==> src/rtl/serial_subtractor_pkg.sv <==
// Shared definitions for the bit-serial subtractor: FSM encoding and sizing helper.
package serial_subtractor_pkg;

    // Raw state encodings, kept visible for anyone decoding the state register by value.
    localparam logic [1:0] ST_IDLE = 2'd0;
    localparam logic [1:0] ST_RUN  = 2'd1;
    localparam logic [1:0] ST_FIN  = 2'd2;

    typedef enum logic [1:0] {
        StIdle = ST_IDLE,
        StRun  = ST_RUN,
        StFin  = ST_FIN
    } state_e;

    // Bits needed to count 0..n-1; never less than one so the counter always exists.
    function automatic int unsigned clog2(input int unsigned n);
        int unsigned r;
        r = 1;
        for (int unsigned i = 0; i < 32; i++) begin
            if ((64'd1 << i) < 64'(n)) begin
                r = i + 1;
            end
        end
        return r;
    endfunction

endpackage

==> src/rtl/serial_subtractor_if.sv <==
// START/DONE handshake and operand/result bus between a sequencer and the subtractor.
interface serial_subtractor_if #(
    parameter int unsigned WIDTH = 8
);

    logic             start;
    logic [WIDTH-1:0] a;
    logic [WIDTH-1:0] b;
    logic             b_i;
    logic             busy;
    logic             done;
    logic [WIDTH-1:0] d;
    logic             b_o;

    // Sequencer side: issues requests, observes status and result.
    modport master (
        output start, a, b, b_i,
        input  busy, done, d, b_o
    );

    // Subtractor side.
    modport slave (
        input  start, a, b, b_i,
        output busy, done, d, b_o
    );

endinterface

==> src/rtl/serial_subtractor_full_subtractor.sv <==
// One-bit full subtractor cell: d = a - b - b_i with borrow out.
module full_subtractor (
    input  logic a,
    input  logic b,
    input  logic b_i,
    output logic d,
    output logic b_o
);

    // Difference is plain parity; borrow when b exceeds a, or they tie and a borrow comes in.
    always_comb begin
        d   = a ^ b ^ b_i;
        b_o = (~a & b) | (~(a ^ b) & b_i);
    end

endmodule

==> src/rtl/serial_subtractor.sv <==
// Bit-serial unsigned subtractor, LSB first, one full-subtractor cell plus a borrow flop.
// A request takes WIDTH cycles of RUN and one cycle of FIN, then returns to IDLE.
module serial_subtractor
    import serial_subtractor_pkg::*;
#(
    parameter int unsigned WIDTH = 8
) (
    input logic                clk,
    input logic                rst_n,
    serial_subtractor_if.slave bus
);

    localparam int unsigned     CntW    = clog2(WIDTH);
    localparam logic [CntW-1:0] CntLast = CntW'(WIDTH - 1);

    state_e state_q, state_d;

    logic [CntW-1:0]  cnt_q;
    logic [WIDTH-1:0] a_sh_q;
    logic [WIDTH-1:0] b_sh_q;
    logic [WIDTH-1:0] r_sh_q;
    logic             brw_q;

    logic [WIDTH-1:0] d_q;
    logic             bo_q;
    logic             busy_q;
    logic             done_q;

    logic cell_d;
    logic cell_bo;
    logic load;
    logic shift;
    logic last;

    full_subtractor u_cell (
        .a   (a_sh_q[0]),
        .b   (b_sh_q[0]),
        .b_i (brw_q),
        .d   (cell_d),
        .b_o (cell_bo)
    );

    // Next-state and datapath strobes; START only matters while idle.
    always_comb begin
        state_d = state_q;
        load    = 1'b0;
        shift   = 1'b0;
        last    = 1'b0;
        unique case (state_q)
            StIdle: begin
                if (bus.start) begin
                    load    = 1'b1;
                    state_d = StRun;
                end
            end
            StRun: begin
                shift = 1'b1;
                if (cnt_q == CntLast) begin
                    last    = 1'b1;
                    state_d = StFin;
                end
            end
            StFin: begin
                state_d = StIdle;
            end
            default: begin
                state_d = StIdle;
            end
        endcase
    end

    // State register.
    always_ff @(posedge clk or negedge rst_n) begin
        if (!rst_n) begin
            state_q <= StIdle;
        end else begin
            state_q <= state_d;
        end
    end

    // Operand capture, LSB-first shifting, borrow chaining and bit counting.
    always_ff @(posedge clk or negedge rst_n) begin
        if (!rst_n) begin
            a_sh_q <= '0;
            b_sh_q <= '0;
            r_sh_q <= '0;
            brw_q  <= 1'b0;
            cnt_q  <= '0;
        end else if (load) begin
            a_sh_q <= bus.a;
            b_sh_q <= bus.b;
            brw_q  <= bus.b_i;
            cnt_q  <= '0;
        end else if (shift) begin
            a_sh_q <= {1'b0, a_sh_q[WIDTH-1:1]};
            b_sh_q <= {1'b0, b_sh_q[WIDTH-1:1]};
            r_sh_q <= {cell_d, r_sh_q[WIDTH-1:1]};
            brw_q  <= cell_bo;
            cnt_q  <= cnt_q + 1'b1;
        end
    end

    // Result registers update only on the final bit, so they hold until the next FIN.
    always_ff @(posedge clk or negedge rst_n) begin
        if (!rst_n) begin
            d_q  <= '0;
            bo_q <= 1'b0;
        end else if (last) begin
            d_q  <= {cell_d, r_sh_q[WIDTH-1:1]};
            bo_q <= cell_bo;
        end
    end

    // Status flags registered from the next state so they line up with the state register.
    always_ff @(posedge clk or negedge rst_n) begin
        if (!rst_n) begin
            busy_q <= 1'b0;
            done_q <= 1'b0;
        end else begin
            busy_q <= (state_d != StIdle);
            done_q <= (state_d == StFin);
        end
    end

    assign bus.busy = busy_q;
    assign bus.done = done_q;
    assign bus.d    = d_q;
    assign bus.b_o  = bo_q;

endmodule

==> src/flat_wrapper.sv <==
// flat-port wrapper written by rule: the top's interface ports become plain ports
module serial_subtractor_flat import serial_subtractor_pkg::*;
#(
    parameter int unsigned WIDTH = 8
)
  (clk, rst_n, bus_start, bus_a, bus_b, bus_b_i, bus_busy, bus_done, bus_d, bus_b_o);
  serial_subtractor_if #(.WIDTH(WIDTH)) bus_i ();
  input logic clk;
  input logic rst_n;
  input wire logic [$bits(bus_i.start)-1:0] bus_start;
  input wire logic [$bits(bus_i.a)-1:0] bus_a;
  input wire logic [$bits(bus_i.b)-1:0] bus_b;
  input wire logic [$bits(bus_i.b_i)-1:0] bus_b_i;
  output wire logic [$bits(bus_i.busy)-1:0] bus_busy;
  output wire logic [$bits(bus_i.done)-1:0] bus_done;
  output wire logic [$bits(bus_i.d)-1:0] bus_d;
  output wire logic [$bits(bus_i.b_o)-1:0] bus_b_o;
  assign bus_i.start = bus_start;
  assign bus_i.a = bus_a;
  assign bus_i.b = bus_b;
  assign bus_i.b_i = bus_b_i;
  assign bus_busy = bus_i.busy;
  assign bus_done = bus_i.done;
  assign bus_d = bus_i.d;
  assign bus_b_o = bus_i.b_o;
  serial_subtractor #(.WIDTH(WIDTH)) u_core (.clk(clk), .rst_n(rst_n), .bus(bus_i));
endmodule
==> config.mk <==
export PLATFORM = sky130hd
export DESIGN_NAME = serial_subtractor_flat
export DESIGN_NICKNAME = d
export VERILOG_FILES = /design/src/rtl/serial_subtractor_pkg.sv /design/src/rtl/serial_subtractor_if.sv /design/src/rtl/serial_subtractor_full_subtractor.sv /design/src/rtl/serial_subtractor.sv /design/src/flat_wrapper.sv
export SDC_FILE = /design/constraint.sdc
export NUM_CORES = 1
export LEC_CHECK = 0
export ABC_AREA = 1
export CORE_ASPECT_RATIO = 2
export CORE_MARGIN = 2
export CORE_UTILIZATION = 45
export DETAILED_ROUTE_END_ITERATION = 16
export PLACE_DENSITY = 0.7
export SYNTH_ARGS = -nofsm -noshare
export SYNTH_HDL_FRONTEND = slang
export SYNTH_HIERARCHICAL = 1
export SYNTH_SLANG_ARGS = --single-unit
==> constraint.sdc <==
create_clock -name clk -period 1.65 [get_ports clk]
set_input_delay 0.33 -clock clk [delete_from_list [all_inputs] [get_ports clk]]
set_output_delay 0.33 -clock clk [all_outputs]
set_load 0.01 [all_outputs]
==> results_dict.tcl <==
set metrics [dict create \
    status "finished clean" \
    dpl-instance-area_sq_mm 0.00208 \
    dp_hpwl_um 2380 \
    yosys.area.top_type "dfrtp_1" \
    coreArea_sq_mm 0.00361 \
    gp_congestion 0.804 \
    drive_gt1_frac 0.0800 \
    overflow 0 \
    grt_pass1_wl_um 5890 \
    clockRootBuffer "clkbuf_8" \
    skew_ns 0.00731 \
    synth_commonest_cells "63 x nand2_1, 50 x nand3_1, 40 x dfrtp_1" \
    maxSlewHeadroom 0.715 \
    power_density_mw_per_mm2 1750 \
    cts.sinks 40 \
    area_growth_pct 29.4 \
    async_reset_ff_frac 1.00 \
    irDropWorstVdd_mv 1.25 \
    synth_nets 212 \
    cts_tree "yes" \
    dieWidth_um 47.3 \
    synth-main-ff-cell "dfrtp_1" \
    cp.arrival_ns 1.18 \
    synth_area_leaders "dfrtp_1 59%, nand3_1 15%, nand2_1 14%, buf_2 2.4%, o21ai_0 2.1%" \
    wl_um 3340 \
    io_buffers 30 \
    hp-start "u_core/bus.d[6]" \
    critPathKind "reg2out" \
    worstPathRequired_ns 1.32 \
    fmax_mhz 661 \
    r2r_start "u_core/cnt_q[0]" \
    wl_met2_um 1790 \
    timing.setup.tns_ns 0 \
    diodes 0 \
    vias_per_cell 4.97 \
    clk_latency_ns 0.29 \
    cts.path.max_buffers 2 \
    hold_viol 0 \
    reg2reg_depth 7 \
    vias 1363 \
    syn-instance-count 189 \
    die_h_um 90.6 \
    grt_antenna_before_repair 0 \
    initial_utilization 0.468 \
    whs_path_depth 2 \
    maxSlewViolCount 0 \
    ys_ff_latch 40 \
    finalSetupViolCount 0 \
    final_nets 247 \
    fin_crit_ns 1.51 \
    cts_buffers 5 \
    route.met3.wl_um 118 \
    rsz0062_at_grt "no" \
    post_cts_resized 0 \
    synth-edff-count 0 \
    yosysWarnings 6 \
    drt_iter0_markers 27 \
    r2r_slack_ns 0.22 \
    grt_pass1_vias 1366 \
    htree_num_levels 2 \
    fp-row-count 31 \
    min_path_type "reg2reg" \
    clkTransAtPathRegs_ns 0.08 \
    leakage_nw 1.07 \
    met1_length_um 1380 \
    io_pins 31 \
    crit_path_top_delay_cell "clkdlybuf4s50_1" \
    synth.top_cell.area_share 0.593 \
    grt.total_usage 0.187 \
    cp_slowest_stage_delay_ns 0.54 \
    path_delay_family "buffers and inverters" \
    power.total_mw 3.81 \
    regToRegEndpoint "u_core/bus.d[7]" \
    hold_end "u_core/bus.d[6]" \
    dieArea_sq_mm 0.00428 \
    drv_cap 0 \
    wl_per_cell_um 12.2 \
    grt_max_degree 41 \
    synth_most_common_cell "nand2_1" \
    netlist_area_sq_mm 0.00169 \
    drc 0 \
    top_layer "met4" \
    synth_cell_types 15 \
    post-route-period-util 0.916 \
    utilization 0.605 \
    start_kind "register" \
    final_area_sq_mm 0.00218 \
    firstDrtPassIters 4 \
    cp-end-kind "output port" \
    critPathMaxFanout 2 \
    critical_path_buf_inv_count 1 \
    avgSynthCellArea_sq_um 8.92 \
    ys_seq_area_frac 0.593 \
    crit_path_cell_trace "clkdlybuf4s50_1" \
    final_antenna_net_count 0 \
    tightest_slew_ns 0.426 \
]
-- cell families (layout without fill, tap and decap cells) --
logic type               after synthesis  count (layout)  synth area share
adder cells (fa/ha/maj)                3               3            0.0267
AND/OR/NAND/NOR                      118             118             0.301
AO/OA/AOI/OAI                          8               8            0.0252
buffers and inverters                 20              56            0.0534
flip-flops                            40              40             0.593
-- sequential cells by signal, summed over array words and instances, names as in the netlist --
register,cells
u_core/r_sh_q,7
u_core/brw_q,1
u_core/a_sh_q,8
u_core/cnt_q,3
u_core/bus.busy,1
u_core/b_sh_q,8
u_core/bus.done,1
u_core/bus.d,8
u_core/bus.b_o,1
u_core/state_q,2
-- worst min-delay path, delay by kind of cell, from the launching register on --
family / cells / cell delay (ns)
AND/OR/NAND/NOR: 2 / 0.10
flip-flops: 1 / 0.34
-- worst max-delay path by stage --
stage,start,end,slack [ns],cells past startpoint
3_3_place_gp,bus_start,u_core/a_sh_q[7],0.24,6
6_report,u_core/bus.d[1],bus_d[1],0.14,1
2_1_floorplan,u_core/cnt_q[0],u_core/bus.d[7],0.41,7
4_1_cts,u_core/bus.d[1],bus_d[1],0.12,1
3_5_place_dp,u_core/cnt_q[0],u_core/bus.d[0],0.23,7
5_1_grt,u_core/cnt_q[0],u_core/bus.b_o,0.05,7
-- cells in the final DEF (no fill, tap or decap), types with 2 or more instances in the layout --
cell type	count
nand2_1	63
nand3_1	50
dfrtp_1	40
clkdlybuf4s50_1	29
inv_1	8
o21ai_0	7
clkbuf_8	5
buf_4	5
nor2_1	4
buf_12	3
clkinv_2	2
ha_1	2
-- repair_timing --
| action | in CTS | in global routing |
|---|---|---|
| setup buffers | 0 | 0 |
| hold buffers | 1 | 0 |
| hold endpoints to repair | 6 | 0 |
| endpoints found under the setup margin | 0 | 0 |
-- through the flow --
stage	hold slack, ns	setup WS [ns]	std cells
floorplan	0.0344	0.414	189
global placement	0.310	0.236	265
detailed placement	0.317	0.233	265
CTS	0.477	0.119	274
global route	0.497	0.0499	274
finish	0.472	0.138	274
-- per-layer routing --
metal	GRT usage	vias to the layer above
met4	0.0880	0
li1	-	680
met3	0.0360	4
met2	0.294	36
met1	0.235	643
met5	0	-
-- area by class of cell --
type / count / area [sq um]
Multi-Input combinational cell: 129 / 596
Inverter: 9 / 33.8
Sequential cell: 40 / 1000
Tap cell: 49 / 61.3
Timing Repair Buffer: 39 / 403
Clock inverter: 3 / 18.8
Fill cell: 328 / 1430
Clock buffer: 5 / 68.8
-- where the power goes --
group	total, mW	internal [mW]	switching, mW
clock	0.631	0.294	0.337
sequential	1.64	1.40	0.237
combinational	1.55	0.697	0.850
Power figures use the tool's default switching activity.
